`src/rtl/seq_divider_if.sv`:
```
// Bundle of operand, result and status signals for seq_divider.
//
// Handshake: start is a request that is taken on a rising clock edge only
// while the divider is idle or showing a result (IDLE or DONE); a start seen
// in any other state is ignored, not queued. Operands are sampled on that
// accepting edge only. done is a one-cycle completion strobe, and quotient,
// remainder and div_by_zero stay valid from done until the next accepted start.
interface seq_divider_if;
    logic       start;
    logic [9:0] dividend;
    logic [4:0] divisor;
    logic [9:0] quotient;
    logic [4:0] remainder;
    logic       busy;
    logic       done;
    logic       div_by_zero;
    logic [1:0] dbg_state;

    modport master (
        output start, dividend, divisor,
        input  quotient, remainder, busy, done, div_by_zero, dbg_state
    );

    modport slave (
        input  start, dividend, divisor,
        output quotient, remainder, busy, done, div_by_zero, dbg_state
    );
endinterface

```
`src/rtl/seq_divider.sv`:
```
// Sequential restoring divider: 10-bit dividend / 5-bit divisor, one quotient
// bit per clock, MSB first. Divide-by-zero short-circuits to an all-ones
// quotient with a flag. dbg_state mirrors the FSM state for observation.
module seq_divider (
    input  logic          clock,
    input  logic          reset,
    seq_divider_if.slave  dif
);

    typedef enum logic [1:0] {
        S_IDLE = 2'd0,
        S_RUN  = 2'd1,
        S_DONE = 2'd2
    } state_t;

    state_t     state;
    state_t     state_nxt;
    logic       accept;

    logic [3:0] cnt;
    // Partial remainder stays below the divisor between steps, so five bits
    // hold it; the shifted value p_sh is the full 6-bit working remainder.
    logic [4:0] p;
    // Holds the unconsumed dividend bits at the top and collects quotient
    // bits at the bottom as the iteration proceeds.
    logic [9:0] q;
    logic [4:0] dvsr;

    logic [5:0] p_sh;
    logic [4:0] p_step;
    logic [9:0] q_step;
    logic       last;

    // One restoring step: shift P:Q left, subtract the divisor when it fits.
    always_comb begin
        p_sh   = {p, q[9]};
        q_step = {q[8:0], 1'b0};
        p_step = p_sh[4:0];
        if (p_sh >= {1'b0, dvsr}) begin
            // The difference is below the divisor, so it fits in five bits.
            p_step    = p_sh[4:0] - dvsr;
            q_step[0] = 1'b1;
        end
    end

    assign last = (cnt == 4'd9);

    // Next-state logic and start acceptance.
    always_comb begin
        state_nxt = state;
        accept    = 1'b0;
        case (state)
            S_IDLE: begin
                if (dif.start) begin
                    accept    = 1'b1;
                    state_nxt = (dif.divisor == 5'd0) ? S_DONE : S_RUN;
                end
            end
            S_RUN: begin
                if (last) begin
                    state_nxt = S_DONE;
                end
            end
            S_DONE: begin
                if (dif.start) begin
                    accept    = 1'b1;
                    state_nxt = (dif.divisor == 5'd0) ? S_DONE : S_RUN;
                end else begin
                    state_nxt = S_IDLE;
                end
            end
            default: begin
                state_nxt = S_IDLE;
            end
        endcase
    end

    // State register; reset wins over any start on the same edge.
    always_ff @(posedge clock) begin
        if (reset) begin
            state <= S_IDLE;
        end else begin
            state <= state_nxt;
        end
    end

    // Operand capture, iteration and result registers.
    always_ff @(posedge clock) begin
        if (reset) begin
            cnt             <= 4'd0;
            p               <= 5'd0;
            q               <= 10'd0;
            dvsr            <= 5'd0;
            dif.quotient    <= 10'd0;
            dif.remainder   <= 5'd0;
            dif.div_by_zero <= 1'b0;
        end else if (accept) begin
            if (dif.divisor != 5'd0) begin
                dvsr <= dif.divisor;
                q    <= dif.dividend;
                p    <= 5'd0;
                cnt  <= 4'd0;
            end else begin
                dif.quotient    <= 10'h3FF;
                dif.remainder   <= 5'd0;
                dif.div_by_zero <= 1'b1;
            end
        end else if (state == S_RUN) begin
            p   <= p_step;
            q   <= q_step;
            cnt <= cnt + 4'd1;
            if (last) begin
                cnt             <= 4'd0;
                dif.quotient    <= q_step;
                dif.remainder   <= p_step;
                dif.div_by_zero <= 1'b0;
            end
        end
    end

    assign dif.busy      = (state == S_RUN);
    assign dif.done      = (state == S_DONE);
    assign dif.dbg_state = state;

endmodule

```
`src/flat_wrapper.sv`:
```
// flat-port wrapper written by rule: the top's interface ports become plain ports
module seq_divider_flat 
  (clock, reset, dif_start, dif_dividend, dif_divisor, dif_quotient, dif_remainder, dif_busy, dif_done, dif_div_by_zero, dif_dbg_state);
  seq_divider_if dif_i ();
  input  logic clock;
  input  logic reset;
  input wire logic [$bits(dif_i.start)-1:0] dif_start;
  input wire logic [$bits(dif_i.dividend)-1:0] dif_dividend;
  input wire logic [$bits(dif_i.divisor)-1:0] dif_divisor;
  output wire logic [$bits(dif_i.quotient)-1:0] dif_quotient;
  output wire logic [$bits(dif_i.remainder)-1:0] dif_remainder;
  output wire logic [$bits(dif_i.busy)-1:0] dif_busy;
  output wire logic [$bits(dif_i.done)-1:0] dif_done;
  output wire logic [$bits(dif_i.div_by_zero)-1:0] dif_div_by_zero;
  output wire logic [$bits(dif_i.dbg_state)-1:0] dif_dbg_state;
  assign dif_i.start = dif_start;
  assign dif_i.dividend = dif_dividend;
  assign dif_i.divisor = dif_divisor;
  assign dif_quotient = dif_i.quotient;
  assign dif_remainder = dif_i.remainder;
  assign dif_busy = dif_i.busy;
  assign dif_done = dif_i.done;
  assign dif_div_by_zero = dif_i.div_by_zero;
  assign dif_dbg_state = dif_i.dbg_state;
  seq_divider u_core (.clock(clock), .reset(reset), .dif(dif_i));
endmodule
```
`config.mk`:
```
export PLATFORM = sky130hd
export DESIGN_NAME = seq_divider_flat
export DESIGN_NICKNAME = d
export VERILOG_FILES = /design/src/rtl/seq_divider_if.sv /design/src/rtl/seq_divider.sv /design/src/flat_wrapper.sv
export SDC_FILE = /design/constraint.sdc
export NUM_CORES = 1
export LEC_CHECK = 0
export ABC_AREA = 0
export CELL_PAD_IN_SITES_DETAIL_PLACEMENT = 2
export CELL_PAD_IN_SITES_GLOBAL_PLACEMENT = 2
export CORE_MARGIN = 2
export CORE_UTILIZATION = 30
export CTS_CLUSTER_DIAMETER = 200
export CTS_CLUSTER_SIZE = 16
export DETAILED_ROUTE_END_ITERATION = 16
export PLACE_DENSITY = 0.76
export SKIP_LAST_GASP = 1
export SYNTH_ARGS = -nofsm -noshare
export SYNTH_HDL_FRONTEND = slang
export SYNTH_SLANG_ARGS = --single-unit
```
`constraint.sdc`:
```
create_clock -name clock -period 2.3 [get_ports clock]
set_input_delay 0.46 -clock clock [delete_from_list [all_inputs] [get_ports clock]]
set_output_delay 0.46 -clock clock [all_outputs]
set_load 0.05 [all_outputs]
```
* After elaboration in Yosys (flattened, before gate mapping)
Cells that the tools add are included.
** Operators by class
- Add/sub/neg operators :: 2
- Eq/ne operators :: 7
- Reductions and logical operators :: 10
- Magnitude comparators :: 1
- Mux-type cells :: 31
** Operator list (count)
- 10-bit two-way mux :: 7
- 5-bit two-way mux :: 8
- 4-bit two-way mux :: 4
- 2-bit two-way mux :: 4
- 1-bit two-way mux :: 7
- 6-bit by 5-bit >= comparator with 1-bit output :: 1
- 2-bit != test, second input constant :: 3
- 2-bit case mux with 3 select lines :: 1
- 2-bit AND reduction :: 3
- 5-bit zero test :: 1
- 5-bit nonzero test :: 1
- 5-bit subtractor :: 1
- 4-bit by 1-bit adder with 4-bit output, second input constant :: 1
- 4-bit == test, second input constant :: 1
- 2-bit nonzero test :: 2
- 3-bit AND reduction :: 1
- 2-bit by 1-bit == test with 1-bit output, second input constant :: 1
- 2-bit == test, second input constant :: 1
- 2-bit zero test :: 1
- 2-bit by 1-bit != test with 1-bit output, second input constant :: 1
- 2-bit OR reduction :: 1
** Word-level totals
- Logic and storage cells :: 59
- Output and inout bits :: 20
- Input bits :: 18
- Register bits :: 42

* Longest topological paths before layout
Gate-level depths: netlist of run 1.
- Depth in word-level cells :: 5
- Gate-level depth with buffers :: 8

* Worst setup path after synthesis of run 1
OpenSTA, ideal clock, no wires.
- Path kind :: flip-flop to flip-flop
- Start :: reg u_core.state[0] (netlist: u_core.dif.dbg_state[0])
- End :: reg u_core.q[0]
- Arrival time :: 1801 ps
- Clock period less this slack :: 1902 ps
- Cell stages (with the launch flop) :: 5
- Slack :: 398 ps
- Setup time :: 101 ps
- Cells stage by stage :: dfxtp_1 -> nand2b_1 -> inv_1 -> nor2_2 -> o41ai_1
** Between the ends
- Elaborated cells on any way between the ends :: 9
** RTL lines
- start: declaration :: line seq_divider.sv:16 : state_t state;
- start signal: assignment :: line seq_divider.sv:83 : state <= state_nxt;
- 2-bit by 1-bit == test with 1-bit output
- net dif_busy :: line flat_wrapper.sv:12 : output wire logic [$bits(dif_i.busy)-1:0] dif_busy;
- 2-bit nonzero test (no source line)
- 2-bit AND reduction (no source line)
- end signal: assignment :: line seq_divider.sv:100 : q <= dif.dividend;
- end signal: assignment :: line seq_divider.sv:110 : q <= q_step;
- end: declaration :: line seq_divider.sv:26 : logic [9:0] q;
The timed path passes the listed nets, and every way through them passes these cells.
A chain may end at the register's enable or synchronous reset.

* Final worst setup path of run 1
- Start :: reg u_core.state[0] (netlist: u_core.dif.dbg_state[0])
- End :: out dif_done
** Between the ends
- Longest elaborated chain between the ends :: 1
** RTL lines
- 2-bit == test :: line seq_divider.sv:122 : assign dif.done = (state == S_DONE);
- end: declaration :: line flat_wrapper.sv:13 : output wire logic [$bits(dif_i.done)-1:0] dif_done;
Every way passes these cells.

==> reports/qor.csv, run 1 <==
metric,value,unit
setup_violations,0,
hold_viol_final,0,
die_area,7448,sq um
p_clk_frac,0.284,
io_pins,38,
wl_met1,2942,microns
status,finished clean,
synth.ff_latch_count,42,
worstPathMaxFanout,7,
final_util,0.4105,
die_h,86.30,microns
postPlaceCellArea,2541,sq um
first_iter_violations,56,
dr.pass1.iters,4,
synth_area,2032,sq um
syn_nets,263,
overflow,0,
drc,0,
insertion_delay,0.31,ns
die_w,86.30,microns
finalPower,1.842,mW
core,6459,sq um
fillers,739,
worst_clock_skew,0.008681,ns
crit_path_start_kind,flip-flop,
yosysWarnings,0,
power_density,694.6,nW/um^2
irDropWorstVdd,0.2089,mV
grt_pass1_wl,10500,microns
drt-total-wl,6238,microns
htree_num_levels,2,
min_period,2.095,ns
worstSetupEndpointType,output port,
seq_area_frac_synth,0.4138,
initial_utilization,0.3146,
routed-wl-met3,146,microns
drive_gt1_frac,0.1579,
grt_max_degree,24,
layout_commonest_cell,dfxtp_1,
whs,0.4666,ns
max_slew_margin,0.6624,
finalCritPeriodShare,0.9108,
synth_edf_count,0,
final_cell_mix,"42 x dfxtp_1, 41 x nor2_1, 35 x clkdlybuf4s50_1",
std_cell_rows,29,
diodes,0,
setup_tns,0,ns
hold_class,reg -> reg,
internal-power,1.220,mW
top_layer,met4,
path_clk_slew,0.08,ns
power.switching,621.1,uW
cts_buffers,5,
num_vias,1885,
tightest_slew,0.5048,ns
pwr-share-seq,0.442,
post-place-ws,-0.004394,ns
timing.fmax,477.4,MHz
cts_root_buf,clkbuf_8,
antenna_found_initial,0,
ant_nets,0,
numPortBuffers,37,
cts_tree,built,
slew_viol_final,0,
synthCells,239,
syn_area_per_cell,8.502,sq um
wl_per_cell,17.23,microns
comb_power_share,0.275,
hpwl,4502,microns
cp.arrival,1.63,ns
synth-async-reset-ratio,0,
required,1.84,ns
clock_path_buffers,2,
avgViaCountPerCell,5.207,
finalWorstSetupSlack,0.2052,ns
max_cap_viol_count,0,
grt_setup_unrepaired,false,
fin_cells,362,
cts_sinks,42,
grt.total_usage,0.1816,
dp_cells,353,
met2_length,3078,microns
ys_types,42,
design_area,2651,sq um
synth_ff_type,dfxtp_1,
power_leakage,0.9693,nW
area_growth,30.48,%
nets,308,
gp_congestion,0.7867,
cts_hold_buf,0,
crit_type,reg -> out,
grt_pass1_vias,2101,
switching_share,0.3373,
[path summary, 6_finish.rpt]
kind / from / to / slack, ns / cells past startpoint
worst max-delay path: u_core.dif.dbg_state[0] / dif_done / 0.21 / 2
worst min-delay path: u_core.dvsr[4] / u_core.dvsr[4] / 0.47 / 2
worst max register to register: u_core.q[9] / u_core.dif.remainder[2] / 0.24 / 8
worst min register to register: u_core.dvsr[4] / u_core.dvsr[4] / 0.47 / 2
[registers in the layout (all words and copies together) (netlist names)]
name and cells:
u_core.q 10, u_core.dif.remainder 5, u_core.p 5, u_core.cnt 4, u_core.dif.div_by_zero 1, u_core.dvsr 5
u_core.dif.quotient 10, u_core.dif.dbg_state 2
[critical path, cell delays in order, from the launching register on]
cell and delay [ns]:
dfxtp_1 0.39, nor2b_1 0.14, clkdlybuf4s50_1 0.81
[synthesized netlist by cell type, types with 2 or more instances]
cell type / instances / area [sq um]
clkbuf_1: 9 / 33.78
ha_1: 5 / 62.56
dfxtp_1: 42 / 840.8
nand2_1: 34 / 127.6
a21oi_1: 11 / 55.05
a311oi_2: 10 / 150.1
nor3_1: 24 / 120.1
nand2b_1: 5 / 31.28
o31a_1: 2 / 17.52
nor2b_1: 4 / 25.02
nand3_1: 4 / 20.02
a211oi_1: 2 / 15.01
a31oi_1: 2 / 12.51
a32oi_1: 2 / 17.52
buf_6: 3 / 33.78
inv_1: 7 / 26.28
o21ai_0: 4 / 20.02
a32o_1: 4 / 40.04
nor2_1: 41 / 153.9
nand3b_1: 2 / 15.01
[power by group through the flow]
stage	Clock [mW]	Sequential (mW)	Combinational, mW
3_5_place_dp	0	0.829	0.487
6_report	0.522	0.813	0.506
4_1_cts	0.541	0.813	0.495
3_3_place_gp	0	0.828	0.470
5_1_grt	0.574	0.821	0.567
2_1_floorplan	0	0.830	0.321
[metal layers]
metal  global-route usage  vias up
met1               0.2246      926
met4              0.05114        0
met3              0.03524        7
met5                    0        -
met2               0.3214       24
li1                     -      928
[timing repair]
item | 4_1_cts | 5_1_grt
endpoints found under the setup margin | 0 | 5
endpoints found under the hold margin | 0 | 0
resized for setup | 0 | 2
setup buffers | 0 | 1
[logic make-up after synthesis]
| family | synth area share |
|---|---|
| simple gates | 0.2697 |
| xor+xnor | 0.008622 |
| compound gates | 0.2174 |
| flops | 0.4138 |
| buf+inv | 0.04988 |
| fa+ha+maj | 0.04064 |
[layout make-up]
| type | instances | area, sq um | share of cell area |
|---|---|---|---|
| timing repair buffer | 51 | 493.0 | 0.1859 |
| multi-input combinational | 177 | 1100 | 0.4148 |
| sequential | 42 | 840.8 | 0.3171 |
| clock buffer | 6 | 82.58 | 0.03115 |
| clock inverter | 2 | 12.51 | 0.004719 |
| tap | 77 | 96.34 | 0.03634 |
| inverter | 7 | 26.28 | 0.009910 |
(Power assumes the default switching activity.)
==> inputs of run 2 (changes only) <==
- MAX_ROUTING_LAYER: not set -> met4
==> reports/qor.csv, run 2 (synthesized netlist as in run 1, its figures left out) <==
metric,value,unit
status,finished clean,
grt_pass1_vias,2096,
setup_violations,0,
power.switching,620.8,uW
finalPower,1.841,mW
worst-path-buf-inv,1,
reg2reg_from,u_core.q[9],
cp.arrival,1.64,ns
power_leakage,0.9693,nW
drive_gt1_frac,0.1579,
path_clk_slew,0.08,ns
power_density,694.5,nW/um^2
critPathLaunch,u_core.dif.dbg_state[0],
worstPathMaxFanout,7,
first_iter_violations,57,
avgViaCountPerCell,5.227,
hold_class,reg -> reg,
irDropWorstVdd,0.2089,mV
max_cap_viol_count,0,
pwr-share-seq,0.442,
grt_setup_unrepaired,false,
hpwl,4502,microns
final_cell_mix,"42 x dfxtp_1, 41 x nor2_1, 35 x clkdlybuf4s50_1",
initial_utilization,0.3146,
final_util,0.4105,
fin_cells,362,
p_clk_frac,0.284,
cts_tree,built,
grt.total_usage,0.1870,
diodes,0,
cts_sinks,42,
path_cells,clkdlybuf4s50_1,
min_period,2.098,ns
required,1.84,ns
cts_hold_buf,0,
crit_type,reg -> out,
core,6459,sq um
layout_commonest_cell,dfxtp_1,
finalCritPeriodShare,0.9120,
dp_cells,353,
slew_viol_final,0,
drc,0,
max_slew_margin,0.6624,
clock_path_buffers,2,
switching_share,0.3372,
crit_slowest_cell,clkdlybuf4s50_1,
internal-power,1.220,mW
antenna_found_initial,0,
area_growth,30.48,%
timing.fmax,476.8,MHz
cts_root_buf,clkbuf_8,
ant_nets,0,
worstSetupEndpointType,output port,
numPortBuffers,37,
hold_start,u_core.dvsr[4],
io_pins,38,
worst_clock_skew,0.008696,ns
grt_pass1_wl,10500,microns
cts_buffers,5,
cp_top_family,buffers and inverters,
htree_num_levels,2,
die_h,86.30,microns
reg.largest.list,"u_core.dif.quotient: 10 flops, u_core.q: 10 flops",
fillers,739,
drt-total-wl,6236,microns
dr.pass1.iters,4,
die_area,7448,sq um
hold_viol_final,0,
comb_power_share,0.275,
insertion_delay,0.31,ns
tightest_slew,0.5048,ns
num_vias,1892,
critical_path.max_stage_delay,0.86,ns
crit_path_start_kind,flip-flop,
wl_per_cell,17.23,microns
gp_congestion,0.7977,
std_cell_rows,29,
die_w,86.30,microns
grt_max_degree,24,
nets,308,
overflow,0,
[run 2: worst paths after layout]
kind,to,slack (ns),cells after the start
worst max register to register,u_core.dif.remainder[2],0.24,8
worst min-delay path,u_core.dvsr[4],0.47,2
worst max-delay path,dif_dbg_state[0],0.20,1
worst min register to register,u_core.dvsr[4],0.47,2
[run 2: stage by stage]
step	TNS [ns]	setup WS (ns)	hold WS (ns)	area [sq um]
floorplan	0	0.3983	0.4363	2032
global route	0	0.01726	0.5031	2651
CTS	0	0.1371	0.4685	2636
global placement	0	0.01069	0.4451	2541
detailed placement	-0.007767	-0.004394	0.4524	2541
finish	0	0.2025	0.4666	2651
[run 2: layout make-up]
class                           count  area, sq um  area share
Multi-Input combinational cell    177         1100      0.4148
Clock buffer                        6        82.58     0.03115
Inverter                            7        26.28    0.009910
Tap cell                           77        96.34     0.03634
Sequential cell                    42        840.8      0.3171
Clock inverter                      2        12.51    0.004719
Timing Repair Buffer               51        493.0      0.1859
[run 2: worst min-delay path, cell delays in order, from the launching register on]
cell and delay [ns]:
dfxtp_1 0.32, nand2_1 0.05, a21oi_1 0.05
[run 2: repair_timing]
item                       in CTS  in global routing
setup endpoints to repair       0                  5
resized for setup               0                  2
setup buffers                   0                  1
[run 2: per-layer routing]
metal,GRT usage,up-vias,routed length [microns]
met3,0.03429,7,139
met5,-,-,0
met2,0.3214,24,3089
met1,0.2252,933,2935
li1,-,928,-
met4,0.05114,0,72
[run 2: power groups by stage]
stage | clock [mW] | combinational, mW | sequential [mW]
floorplan | 0 | 0.321 | 0.830
global placement | 0 | 0.470 | 0.828
detailed placement | 0 | 0.487 | 0.829
CTS | 0.541 | 0.495 | 0.813
global route | 0.574 | 0.567 | 0.821
finish | 0.522 | 0.506 | 0.813
==> inputs of run 3 (changes only) <==
- CORE_UTILIZATION: 30 -> 27
- PLACE_DENSITY: 0.76 -> 0.72
- clock period: 2.3 -> 1.9 ns (I/O delays scaled with it)
==> reports/qor.csv, run 3 (synthesized netlist as in run 1, its figures left out) <==
metric,value,unit
min_period,1.884,ns
numPortBuffers,37,
grt_pass1_wl,11570,microns
first_iter_violations,44,
grt_max_degree,24,
insertion_delay,0.30,ns
slew_viol_final,0,
htree_num_levels,2,
die_w,90.75,microns
worst_clock_skew,0.008425,ns
wl_per_cell,17.80,microns
cp_top_family,compound AO/OA/AOI/OAI gates,
drc,0,
ant_nets,0,
reg2reg_from,u_core.q[9],
drt-total-wl,7225,microns
core,7253,sq um
diodes,0,
grt.total_usage,0.1801,
power_density,856.9,nW/um^2
path_clk_slew,0.09,ns
antenna_found_initial,0,
die_area,8236,sq um
std_cell_rows,31,
cp.arrival,2.07,ns
grt_setup_unrepaired,true,
crit_type,reg -> reg,
hold_viol_final,0,
clock_path_buffers,2,
finalCritPeriodShare,0.9918,
gp_congestion,0.7853,
fin_cells,406,
hold_class,in -> reg,
path_cells,"inv_2, ha_4, fa_2, nor2b_4, o31a_1, nor3_4, a31oi_2, a211oi_1",
final_cell_mix,"40 x dfxtp_1, 38 x buf_4, 33 x nor2_1",
hold_start,dif_divisor[2],
irDropWorstVdd,0.3226,mV
status,finished clean,
crit_slowest_cell,fa_2,
overflow,0,
critPathLaunch,u_core.q[9],
r2r_setup_slack,0.02,ns
initial_utilization,0.2801,
dp_cells,395,
num_vias,2050,
max_cap_viol_count,0,
io_pins,38,
worst-path-buf-inv,1,
setup_violations,0,
required,2.08,ns
power_leakage,1.173,nW
cts_sinks,42,
dr.pass1.iters,4,
hpwl,4783,microns
cts_tree,built,
nets,330,
crit_path_start_kind,flip-flop,
max_slew_margin,0.6366,
timing.fmax,530.7,MHz
avgViaCountPerCell,5.049,
worstPathMaxFanout,3,
cts_buffers,5,
reg.largest.list,"u_core.dif.quotient: 10 flops, u_core.q: 10 flops",
area_growth,51.17,%
worstSetupEndpointType,flip-flop,
die_h,90.75,microns
grt_pass1_vias,2242,
layout_commonest_cell,dfxtp_1,
tightest_slew,0.5451,ns
cts_root_buf,clkbuf_8,
drive_gt1_frac,0.3355,
setup_tns,0,ns
critical_path.max_stage_delay,0.39,ns
[run 3: cell type report]
| type | count | area (sq um) |
|---|---|---|
| clock buffers | 6 | 72.57 |
| clock inverters | 2 | 37.54 |
| inverters | 7 | 30.03 |
| flip-flops and latches | 42 | 843.3 |
| fillers | 814 | 4182 |
| multi-input cells | 177 | 1262 |
| well taps | 99 | 123.9 |
| repair buffers | 73 | 701.9 |
[run 3: through the flow]
step | hold slack, ns | cell area, sq um | utilization | power [mW] | worst slack, ns
after floorplan | 0.4363 | 2036 | - | 1.395 | 0.01152
after global placement | 0.4483 | 2713 | 0.3740 | 1.651 | -0.3067
after detailed placement | 0.4574 | 2713 | 0.3740 | 1.673 | -0.3769
after CTS | 0.4739 | 2918 | 0.4023 | 2.497 | -0.003443
after global routing | 0.4043 | 3072 | 0.4235 | 2.771 | -0.06864
final | 0.3830 | 3072 | 0.4235 | 2.632 | 0.01564
[run 3: what timing repair did]
item                                    in CTS  in global routing
hold buffers                                 0                  0
pin swaps                                    3                 13
endpoints found under the setup margin      24                 31
setup buffers                                1                  1
cloned                                       0                  2
resized for setup                           21                 24
[run 3: per-layer routing]
| metal | vias up | wire, microns | track usage |
|---|---|---|---|
| met4 | 0 | 90 | 0.03846 |
| met1 | 1030 | 3198 | 0.2155 |
| met2 | 28 | 3771 | 0.3159 |
| met3 | 11 | 165 | 0.03255 |
| li1 | 981 | - | - |
| met5 | - | 0 | - |
[run 3: tightest hold or removal path: cells and delay by family]
| kind | cells | cell delay [ns] |
|---|---|---|
| buffers and inverters | 1 | 0.13 |
| and+or+nand+nor | 1 | 0.07 |
| AOI/OAI and AO/OA | 1 | 0.06 |
[run 3: power by group]
part / internal (mW) / switching, mW
registers: 0.936 / 0.0533
clock network: 0.393 / 0.337
logic: 0.417 / 0.496
total: 1.75 / 0.887
[run 3: path summary, 6_finish.rpt]
check | cells past startpoint | end
worst max register to register | 8 | u_core.dif.remainder[3]
worst max-delay path | 8 | u_core.dif.remainder[3]
worst min register to register | 2 | u_core.dvsr[4]
worst min-delay path | 3 | u_core.dvsr[2]
